### src/rtl/conv_pkg.sv
// Shared types and default sizes for the conv MAC engine slice.
package conv_pkg;

    localparam int LANES_DEF = 4;
    localparam int DW_DEF    = 16;
    localparam int ACCW_DEF  = 32;
    localparam int AW_DEF    = 16;

    typedef enum logic [2:0] {
        IDLE,
        ACC,
        DRAIN,
        PSUM_RD,
        PSUM_ADD,
        WRITE,
        DONE
    } state_t;

endpackage

### src/rtl/conv_mac_engine_if.sv
// Beat stream, psum read port and result write port of the conv MAC engine.
// master: the feeding/sinking environment; slave: the engine itself.
interface conv_mac_engine_if #(
    parameter int LANES = conv_pkg::LANES_DEF,
    parameter int DW    = conv_pkg::DW_DEF,
    parameter int ACCW  = conv_pkg::ACCW_DEF,
    parameter int AW    = conv_pkg::AW_DEF
);

    logic                  in_valid;
    logic                  in_ready;
    logic [LANES*DW-1:0]   in_ifm;
    logic [LANES*DW-1:0]   in_w;

    logic                  psum_rd_en;
    logic [AW-1:0]         psum_rd_addr;
    logic [ACCW-1:0]       psum_rd_data;

    logic                  out_valid;
    logic                  out_ready;
    logic [AW-1:0]         out_addr;
    logic [ACCW-1:0]       out_data;

    modport master (
        output in_valid, in_ifm, in_w, psum_rd_data, out_ready,
        input  in_ready, psum_rd_en, psum_rd_addr, out_valid, out_addr, out_data
    );

    modport slave (
        input  in_valid, in_ifm, in_w, psum_rd_data, out_ready,
        output in_ready, psum_rd_en, psum_rd_addr, out_valid, out_addr, out_data
    );

endinterface

### src/rtl/conv_lane_tree.sv
// Registered LANES-way signed multiply followed by a combinational lane-sum,
// sign-extended to the accumulator width. Lane 0 sits in the operand MSBs.
module conv_lane_tree #(
    parameter int LANES = conv_pkg::LANES_DEF,
    parameter int DW    = conv_pkg::DW_DEF,
    parameter int ACCW  = conv_pkg::ACCW_DEF
) (
    input  logic                     clk,
    input  logic                     rst_n,
    input  logic                     vld_p0,
    input  logic                     first_p0,
    input  logic [LANES*DW-1:0]      ifm_p0,
    input  logic [LANES*DW-1:0]      w_p0,
    output logic                     vld_p1,
    output logic                     first_p1,
    output logic signed [ACCW-1:0]   sum_p1
);

    logic signed [DW-1:0]   ifm_lane [LANES];
    logic signed [DW-1:0]   w_lane   [LANES];
    logic signed [2*DW-1:0] prod_p1  [LANES];

    // Unpack the beat words into signed lanes.
    always_comb begin
        for (int i = 0; i < LANES; i++) begin
            ifm_lane[i] = ifm_p0[(LANES-1-i)*DW +: DW];
            w_lane[i]   = w_p0[(LANES-1-i)*DW +: DW];
        end
    end

    // ---- stage 1: product registers ----
    // Valid and first-beat tag travel with the products.
    always_ff @(posedge clk) begin
        if (!rst_n) begin
            vld_p1   <= 1'b0;
            first_p1 <= 1'b0;
        end else begin
            vld_p1   <= vld_p0;
            first_p1 <= first_p0;
        end
    end

    // Capture the full-precision lane products of an accepted beat.
    always_ff @(posedge clk) begin
        if (vld_p0) begin
            for (int i = 0; i < LANES; i++) begin
                prod_p1[i] <= (2*DW)'(ifm_lane[i]) * (2*DW)'(w_lane[i]);
            end
        end
    end

    // ---- stage 2 input: lane sum, sign-extended, wrapping ----
    always_comb begin
        sum_p1 = '0;
        for (int i = 0; i < LANES; i++) begin
            sum_p1 = sum_p1 + ACCW'(prod_p1[i]);
        end
    end

endmodule

### src/rtl/conv_mac_engine.sv
// Conv MAC engine: per-neuron LANES-wide dot product, partial-sum fold-in
// from the output RAM and result write-back, sequenced by cfg_start/done.
// Optional build macro CONV_MAC_RELU_EN clamps negative results to 0 on the
// final tile (cfg_last_pass=1); without it cfg_last_pass has no effect.
module conv_mac_engine
    import conv_pkg::*;
#(
    parameter int LANES = LANES_DEF,
    parameter int DW    = DW_DEF,
    parameter int ACCW  = ACCW_DEF,
    parameter int AW    = AW_DEF
) (
    input  logic                  clk,
    input  logic                  rst_n,
    input  logic                  cfg_start,
    input  logic [15:0]           cfg_dot_len,
    input  logic [AW-1:0]         cfg_num_out,
    input  logic [AW-1:0]         cfg_base_addr,
    input  logic                  cfg_first_pass,
    input  logic                  cfg_last_pass,
    output logic                  busy,
    output logic                  done,
    conv_mac_engine_if.slave      bus
);

    state_t                 state_q, state_d;
    logic [15:0]            dot_len_q, beat_cnt;
    logic [AW-1:0]          num_out_q, base_q, neuron_cnt;
    logic                   first_q, drain_cnt;
    logic                   in_ready_c, psum_rd_en_c, out_valid_c;
    logic                   beat_fire, last_beat, last_neuron, start_ok;
    logic                   vld_p1, first_p1;
    logic signed [ACCW-1:0] sum_p1, acc_p2;

`ifdef CONV_MAC_RELU_EN
    logic                   last_q;

    function automatic logic signed [ACCW-1:0] post_op(input logic signed [ACCW-1:0] a,
                                                       input logic last);
        return (last && a[ACCW-1]) ? '0 : a;
    endfunction
`else
    logic                   unused_last;
    assign unused_last = cfg_last_pass;

    function automatic logic signed [ACCW-1:0] post_op(input logic signed [ACCW-1:0] a);
        return a;
    endfunction
`endif

    assign start_ok    = (state_q == IDLE) && cfg_start;
    assign beat_fire   = in_ready_c && bus.in_valid;
    assign last_beat   = (beat_cnt == dot_len_q - 16'd1);
    assign last_neuron = (neuron_cnt == num_out_q - AW'(1));

    conv_lane_tree #(.LANES(LANES), .DW(DW), .ACCW(ACCW)) u_tree (
        .clk      (clk),
        .rst_n    (rst_n),
        .vld_p0   (beat_fire),
        .first_p0 (beat_cnt == 16'd0),
        .ifm_p0   (bus.in_ifm),
        .w_p0     (bus.in_w),
        .vld_p1   (vld_p1),
        .first_p1 (first_p1),
        .sum_p1   (sum_p1)
    );

    // FSM state register.
    always_ff @(posedge clk) begin
        if (!rst_n) state_q <= IDLE;
        else        state_q <= state_d;
    end

    // Next-state and handshake outputs.
    always_comb begin
        state_d      = state_q;
        in_ready_c   = 1'b0;
        psum_rd_en_c = 1'b0;
        out_valid_c  = 1'b0;
        done         = 1'b0;
        busy         = (state_q != IDLE);
        case (state_q)
            IDLE:     if (cfg_start) state_d = (cfg_num_out == '0) ? DONE : ACC;
            ACC: begin
                in_ready_c = 1'b1;
                if (bus.in_valid && last_beat) state_d = DRAIN;
            end
            // Two cycles: products land in stage 1, then fold into acc.
            DRAIN:    if (drain_cnt) state_d = first_q ? PSUM_ADD : PSUM_RD;
            PSUM_RD: begin
                psum_rd_en_c = 1'b1;
                state_d      = PSUM_ADD;
            end
            PSUM_ADD: state_d = WRITE;
            WRITE: begin
                out_valid_c = 1'b1;
                if (bus.out_ready) state_d = last_neuron ? DONE : ACC;
            end
            DONE: begin
                done    = 1'b1;
                state_d = IDLE;
            end
            default:  state_d = IDLE;
        endcase
    end

    // Pass configuration latch and beat/neuron/drain counters.
    always_ff @(posedge clk) begin
        if (!rst_n) begin
            dot_len_q  <= '0;
            num_out_q  <= '0;
            base_q     <= '0;
            first_q    <= 1'b0;
            beat_cnt   <= '0;
            neuron_cnt <= '0;
            drain_cnt  <= 1'b0;
`ifdef CONV_MAC_RELU_EN
            last_q     <= 1'b0;
`endif
        end else begin
            if (start_ok) begin
                dot_len_q  <= (cfg_dot_len == 16'd0) ? 16'd1 : cfg_dot_len;
                num_out_q  <= cfg_num_out;
                base_q     <= cfg_base_addr;
                first_q    <= cfg_first_pass;
                beat_cnt   <= '0;
                neuron_cnt <= '0;
`ifdef CONV_MAC_RELU_EN
                last_q     <= cfg_last_pass;
`endif
            end
            if (beat_fire) beat_cnt <= last_beat ? 16'd0 : beat_cnt + 16'd1;
            drain_cnt <= (state_q == DRAIN) ? ~drain_cnt : 1'b0;
            if (state_q == WRITE && bus.out_ready && !last_neuron)
                neuron_cnt <= neuron_cnt + AW'(1);
        end
    end

    // ---- stage 2: accumulator (clears on a neuron's first beat) and psum fold-in ----
    always_ff @(posedge clk) begin
        if (!rst_n) begin
            acc_p2 <= '0;
        end else if (vld_p1) begin
            acc_p2 <= (first_p1 ? '0 : acc_p2) + sum_p1;
        end else if (state_q == PSUM_ADD && !first_q) begin
            acc_p2 <= acc_p2 + $signed(bus.psum_rd_data);
        end
    end

    assign bus.in_ready     = in_ready_c;
    assign bus.psum_rd_en   = psum_rd_en_c;
    assign bus.out_valid    = out_valid_c;
    assign bus.out_addr     = base_q + neuron_cnt;
    assign bus.psum_rd_addr = base_q + neuron_cnt;
`ifdef CONV_MAC_RELU_EN
    assign bus.out_data     = post_op(acc_p2, last_q);
`else
    assign bus.out_data     = post_op(acc_p2);
`endif

endmodule

### src/flat_wrapper.sv
// flat-port wrapper written by rule: the top's interface ports become plain ports
module conv_mac_engine_flat import conv_pkg::*;
#(
    parameter int LANES = LANES_DEF,
    parameter int DW    = DW_DEF,
    parameter int ACCW  = ACCW_DEF,
    parameter int AW    = AW_DEF
)
  (clk, rst_n, cfg_start, cfg_dot_len, cfg_num_out, cfg_base_addr, cfg_first_pass, cfg_last_pass, busy, done, bus_in_valid, bus_in_ifm, bus_in_w, bus_psum_rd_data, bus_out_ready, bus_in_ready, bus_psum_rd_en, bus_psum_rd_addr, bus_out_valid, bus_out_addr, bus_out_data);
  conv_mac_engine_if #(.LANES(LANES), .DW(DW), .ACCW(ACCW), .AW(AW)) bus_i ();
  input  logic clk;
  input  logic rst_n;
  input  logic cfg_start;
  input  logic [15:0] cfg_dot_len;
  input  logic [AW-1:0] cfg_num_out;
  input  logic [AW-1:0] cfg_base_addr;
  input  logic cfg_first_pass;
  input  logic cfg_last_pass;
  output logic busy;
  output logic done;
  input wire logic [$bits(bus_i.in_valid)-1:0] bus_in_valid;
  input wire logic [$bits(bus_i.in_ifm)-1:0] bus_in_ifm;
  input wire logic [$bits(bus_i.in_w)-1:0] bus_in_w;
  input wire logic [$bits(bus_i.psum_rd_data)-1:0] bus_psum_rd_data;
  input wire logic [$bits(bus_i.out_ready)-1:0] bus_out_ready;
  output wire logic [$bits(bus_i.in_ready)-1:0] bus_in_ready;
  output wire logic [$bits(bus_i.psum_rd_en)-1:0] bus_psum_rd_en;
  output wire logic [$bits(bus_i.psum_rd_addr)-1:0] bus_psum_rd_addr;
  output wire logic [$bits(bus_i.out_valid)-1:0] bus_out_valid;
  output wire logic [$bits(bus_i.out_addr)-1:0] bus_out_addr;
  output wire logic [$bits(bus_i.out_data)-1:0] bus_out_data;
  assign bus_i.in_valid = bus_in_valid;
  assign bus_i.in_ifm = bus_in_ifm;
  assign bus_i.in_w = bus_in_w;
  assign bus_i.psum_rd_data = bus_psum_rd_data;
  assign bus_i.out_ready = bus_out_ready;
  assign bus_in_ready = bus_i.in_ready;
  assign bus_psum_rd_en = bus_i.psum_rd_en;
  assign bus_psum_rd_addr = bus_i.psum_rd_addr;
  assign bus_out_valid = bus_i.out_valid;
  assign bus_out_addr = bus_i.out_addr;
  assign bus_out_data = bus_i.out_data;
  conv_mac_engine #(.LANES(LANES), .DW(DW), .ACCW(ACCW), .AW(AW)) u_core (.clk(clk), .rst_n(rst_n), .cfg_start(cfg_start), .cfg_dot_len(cfg_dot_len), .cfg_num_out(cfg_num_out), .cfg_base_addr(cfg_base_addr), .cfg_first_pass(cfg_first_pass), .cfg_last_pass(cfg_last_pass), .busy(busy), .done(done), .bus(bus_i));
endmodule
### config.mk
export PLATFORM = sky130hd
export DESIGN_NAME = conv_mac_engine_flat
export DESIGN_NICKNAME = d
export VERILOG_FILES = /design/src/rtl/conv_pkg.sv /design/src/rtl/conv_mac_engine_if.sv /design/src/rtl/conv_lane_tree.sv /design/src/rtl/conv_mac_engine.sv /design/src/flat_wrapper.sv
export SDC_FILE = /design/constraint.sdc
export NUM_CORES = 2
export LEC_CHECK = 0
export CORE_MARGIN = 10
export CORE_UTILIZATION = 45
export DETAILED_ROUTE_END_ITERATION = 10
export GPL_TIMING_DRIVEN = 0
export PLACE_DENSITY = 0.64
export SETUP_SLACK_MARGIN = 0.02
export SKIP_LAST_GASP = 1
export SYNTH_ARGS = -nofsm -noshare
export SYNTH_HDL_FRONTEND = slang
export SYNTH_HIERARCHICAL = 1
export SYNTH_SLANG_ARGS = --single-unit
export TNS_END_PERCENT = 1
### constraint.sdc
create_clock -name clk -period 6.6 [get_ports clk]
set_input_delay 1.32 -clock clk [delete_from_list [all_inputs] [get_ports clk]]
set_output_delay 1.32 -clock clk [all_outputs]
set_load 0.1 [all_outputs]
* Yosys cells after proc, flatten, opt, wreduce, memory -nomap -nowiden
Memories as Yosys holds them, arrays and structs flattened. Cells that the tools add are included.
Storage, ports and cells: register bits 119, bits in writable memories 128, input port bits 215, output and inout port bits 69, logic and storage cells 79, memories 1
Operators by class: add/sub/neg operators 10, $mul 4, eq/ne operators 12, mux-type cells 22, bitwise logic cells 1, reductions and logical operators 18
Memory list:
- u_core.u_tree.prod_p1 | words 4, bits a word 32, rd ports 4, clocked after memory_dff 0, write ports 4, RTL line conv_lane_tree.sv:21 | logic signed [2*DW-1:0] prod_p1 [LANES];
Operator list (number):
- $add 32x32->32 | 5
- $mul 16x16->32 | 4
- $mux 32 | 3
- $mux 16 | 5
- $logic_not 16->1 | 3
- $add 16x1->16 const B | 2
- $eq 16x16->1 | 2
- $sub 16x1->16 const B | 2
- $mux 3 | 7
- $pmux 3 s6 | 1
- $add 16x16->16 | 1
- $eq 3x3->1 const B | 3
- $eq 3x2->1 const B | 2
- $logic_and 1x1->1 | 6
- $mux 1 | 6
- $reduce_bool 2->1 | 3
- $ne 2x1->1 const B | 2
- $ne 2x2->1 const B | 2
- $reduce_and 4->1 | 1
- $eq 3x1->1 const B | 1
- $logic_not 3->1 | 1
- $reduce_bool 3->1 | 1
- $logic_not 1->1 | 2
- $reduce_and 2->1 | 1
- $not 1->1 | 1

* Longest topological paths before layout
word-level depth 5, mapped depth 25, mapped depth without buffers 25

* Modules after synthesis
The synthesis kept the hierarchy.
By module, submodules not included:
- conv_lane_tree | instances 1, cells an instance 4722, area each 45810.2 µm²
- conv_mac_engine | instances 1, cells an instance 1328, area each 9972.1 µm²

* Worst setup path before layout
Ideal clock, no wire load.
path kind in2reg, from in bus_in_w[33], to mem u_core/u_tree/prod_p1[1][31] in the netlist's numbering (data pin), library setup time 256 ps, data arrival time 6772 ps, required time 6344 ps, slack -428 ps, stages on the path 21, cell sequence clkbuf_1 nand2_1 inv_1 fa_1 fa_1 fa_1 fa_1 fa_1 inv_1 fa_1 inv_1 ha_1 a21o_1 a21o_1 a21oi_1 o21ai_0 a21o_1 a21oi_1 o311ai_2 a2111o_1 o211a_1
RTL lines:
- from (decl) | RTL line flat_wrapper.sv:23 | input wire logic [$bits(bus_i.in_w)-1:0] bus_in_w;
- to (decl) | RTL line conv_lane_tree.sv:21

==> flow_summary.toml <==
[floorplan]
fp-row-count = 129
die-width_um = 372
die-area_sq_um = 138000
io_pins = 284
die_y_um = 372
core-area_sq_um = 123000
start_util_pct = 45.2

[clock_tree]
clk_path_buf_depth = 3
clk_pin_slew_ps = 80
cts_buffers = 30
postCtsHoldBufs = 0
cts_tree = "yes"
cts_sinks = 247
ctsRootBufferMaster = "clkbuf_16"
clk_latency_ps = 620
cts-htree-levels = 1

[worst_setup_path]
critPathMaxFanout = 10
r2r-end = "u_core/bus.out_data[30]"
slowest_delay_ps = 520
cp_data_required_time_ps = 6950
crit_arrival_ps = 7080
path_class = "primary input to flop"
cp-startpoint = "bus_in_w[38]"
crit_path_end = "u_core/u_tree/prod_p1[1][31]"
cp-start-kind = "primary input"
slowest_stage = "fa_1"
crit_top_cell = "fa_1"
r2r_start = "u_core/u_tree/prod_p1[2][1]"
cp_cell_sequence = "buf_2, clkbuf_8, and2_1, fa_1, inv_1, fa_1, fa_1, inv_1, fa_1, fa_1, inv_1, fa_1, inv_1, ha_4, a21o_1, a21o_1, a21oi_2, o21ai_2, o41ai_4, buf_4, o311ai_2, a2111o_1, o211a_1"
worstRegToRegCells = 20
end_kind = "flop"
r2r_slack_ps = 590

[final_layout]
drive_gt1_share_pct = 8.50
n_fill_cell = 11500
postLayoutCellArea_sq_um = 64000
utilization_pct = 51.8
areaGrowthSynthToFinish_pct = 14.7
final_nets = 8182

[flow_run]
max_cap_viol_count = 0

[logic_synthesis]
yosysUniqueCellTypes = 93
synth_area_sq_um = 55800
synth_nets = 7819
ys_seq_area_share_pct = 11.2
syn-mean-instance-area_sq_um = 9.22
synth_area_leaders = "fa_1 40%, ha_1 9.9%, inv_1 8.3%, edfxtp_1 6.9%, and2_1 5.6%"
synth_ff_type = "edfxtp_1"
yosysWarnings = 6
ys_ff_latch = 247
synth_edf_count = 128
synth_top_cell_by_area = "fa_1"
yosysTopAreaCellShare_pct = 39.9
syn_inst = 6050
async_flop_share_pct = 0

[worst_hold_path]
hold_class = "flop to flop"

[sta]
slew_headroom_pct = 25.5
post-route-worst-setup-slack_ps = -136
worstMarginPinSlew_ps = 1110
drv_slew = 0
finClkSkew_ps = 45.4
fin_tns_setup_ps = -1370
finalCriticalPeriod_ps = 6740
setup_violations = 20
hold_violations = 0
finalCritPeriodShare_pct = 102
max_freq_ghz = 0.148
rsz0062_at_grt = "yes"

[routing]
firstDrtPassIters = 8
wl_per_cell_um = 19.5
dr.first_iter.drc_count = 2920
postRouteAntennaNets = 0
drc = 0
num_vias = 42800
wirelength_um = 157000
via_per_inst = 5.30

[placed_design]
dp_hpwl_um = 134000
io_buffers = 282
gp_congestion = 0.928
postPlaceCellArea_sq_um = 60800

[global_routing]
antenna_found_initial = 12
grt_usage_pct = 22.9
grt_max_degree = 46
grt_pass1_vias = 45600
grt_overflow = 0
grt_pass1_wl_um = 250000

[status]
violations = "setup timing"
status = "finished, violations left"
[worst max-delay path: cells and delay by family]
kind            cells  cell delay [ps]
compound gates      8             1540
fa+ha+maj           7             3230
buf+inv             7              810
simple gates        1              170
[layer usage]
metal	up-vias	global-route usage, %	part of all wire [%]	wire [um]
met4	4	5.81	2.8	4430
met1	21700	30.6	42	66800
li1	19500	-	-	-
met2	1331	38.8	48	76000
met3	230	3.20	6.5	10200
met5	-	0	0.017	27
[layout by cell type, fill, tap and decap left out, types with 25 or more instances in the layout]
master,n
clkbuf_1,58
nor3_1,51
edfxtp_1,128
a21o_1,90
ha_1,404
nand2_1,711
a21oi_1,243
clkbuf_16,38
nand3_1,62
nand2b_1,45
and2_1,496
xor2_1,86
a211oi_1,32
fa_1,1098
and3_1,37
ha_4,25
clkdlybuf4s15_2,26
o21ai_0,124
xnor2_1,190
clkbuf_8,83
inv_1,1225
buf_4,97
clkdlybuf4s50_1,158
buf_2,45
clkbuf_4,26
dfxtp_1,119
o21bai_1,38
nor2b_1,59
nor2_1,174
[final cells by class]
cell class	count	area, sq um	share of cell area, %
Timing Repair Buffer	334	2950	4.60
Antenna cell	8	20.0	0.0313
Buffer	205	2070	3.23
Inverter	1229	4620	7.22
Sequential cell	247	6230	9.73
Clock buffer	30	751	1.17
Tap cell	1637	2050	3.20
Multi-Input combinational cell	4366	45000	70.3
Clock inverter	26	324	0.506
[metrics by stage]
step	cells	hold WS, ps	worst slack (ps)
after global routing	8080	458	-282
after CTS	8070	442	-53.4
after detailed placement	7972	434	-2380
final	8082	454	-136
after global placement	7969	426	-2380
after floorplan	6050	412	-242
[flip-flops by register name, indices dropped and copies added, names as in the netlist, 3 cells and up]
signal                 flops
u_core/dot_len_q          16
u_core/beat_cnt           16
u_core/state_q             3
u_core/u_tree/prod_p1    128
u_core/base_q             16
u_core/bus.out_data       32
u_core/neuron_cnt         16
u_core/num_out_q          16
[cells by family after synthesis]
logic type                 share of synthesized area, %
buffers and inverters                              9.82
DFF                                                11.2
AOI/OAI and AO/OA                                  8.71
muxes                                             0.298
xor gates and xnor gates                           4.49
adders and majority gates                          49.8
and+or+nand+nor                                    15.7
[Yosys cell counts (5+ instances only)]
master     number
and3_1         37
xor2_1         88
inv_1        1229
nand2b_1       45
ha_1          441
o21a_1         24
and2_1        497
o21ai_1         9
a211o_1         5
nand3_1        67
clkbuf_1      185
fa_1         1113
a21o_1         90
o21bai_1       38
a2111oi_0      11
o21ai_0       132
mux2i_1        11
a21oi_1       262
nor3_1         55
nor4b_1         7
nor4_1         19
o31ai_1        17
o22ai_1        12
nand2_1       714
dfxtp_1       119
o211ai_1       13
nor2_1        175
a31oi_1        22
a221oi_1        7
buf_4          16
a211oi_1       36
xnor2_1       198
or2_2          12
edfxtp_1      128
o41ai_1         5
nor2b_1        59
a41oi_1         5
or3_1          16
nand4_1        20
or4_1           5
[what timing repair did]
item | CTS | global route
endpoints found under the setup margin | 78 | 42
buffers inserted | 41 | 4
gates cloned | 4 | 0
resized for setup | 1011 | 97
pin swaps | 60 | 32
[worst min path at each step]
stage | cells after the start | slack (ps) | start | to
global placement | 1 | 430 | u_core/drain_cnt | u_core/drain_cnt
floorplan | 1 | 410 | u_core/drain_cnt | u_core/drain_cnt
detailed placement | 1 | 430 | u_core/drain_cnt | u_core/drain_cnt
global route | 1 | 460 | u_core/drain_cnt | u_core/drain_cnt
finish | 1 | 450 | u_core/drain_cnt | u_core/drain_cnt
CTS | 1 | 440 | u_core/drain_cnt | u_core/drain_cnt
Power is not shown: default switching activity piles up to over one toggle a cycle in this logic, so the estimate is an artifact.
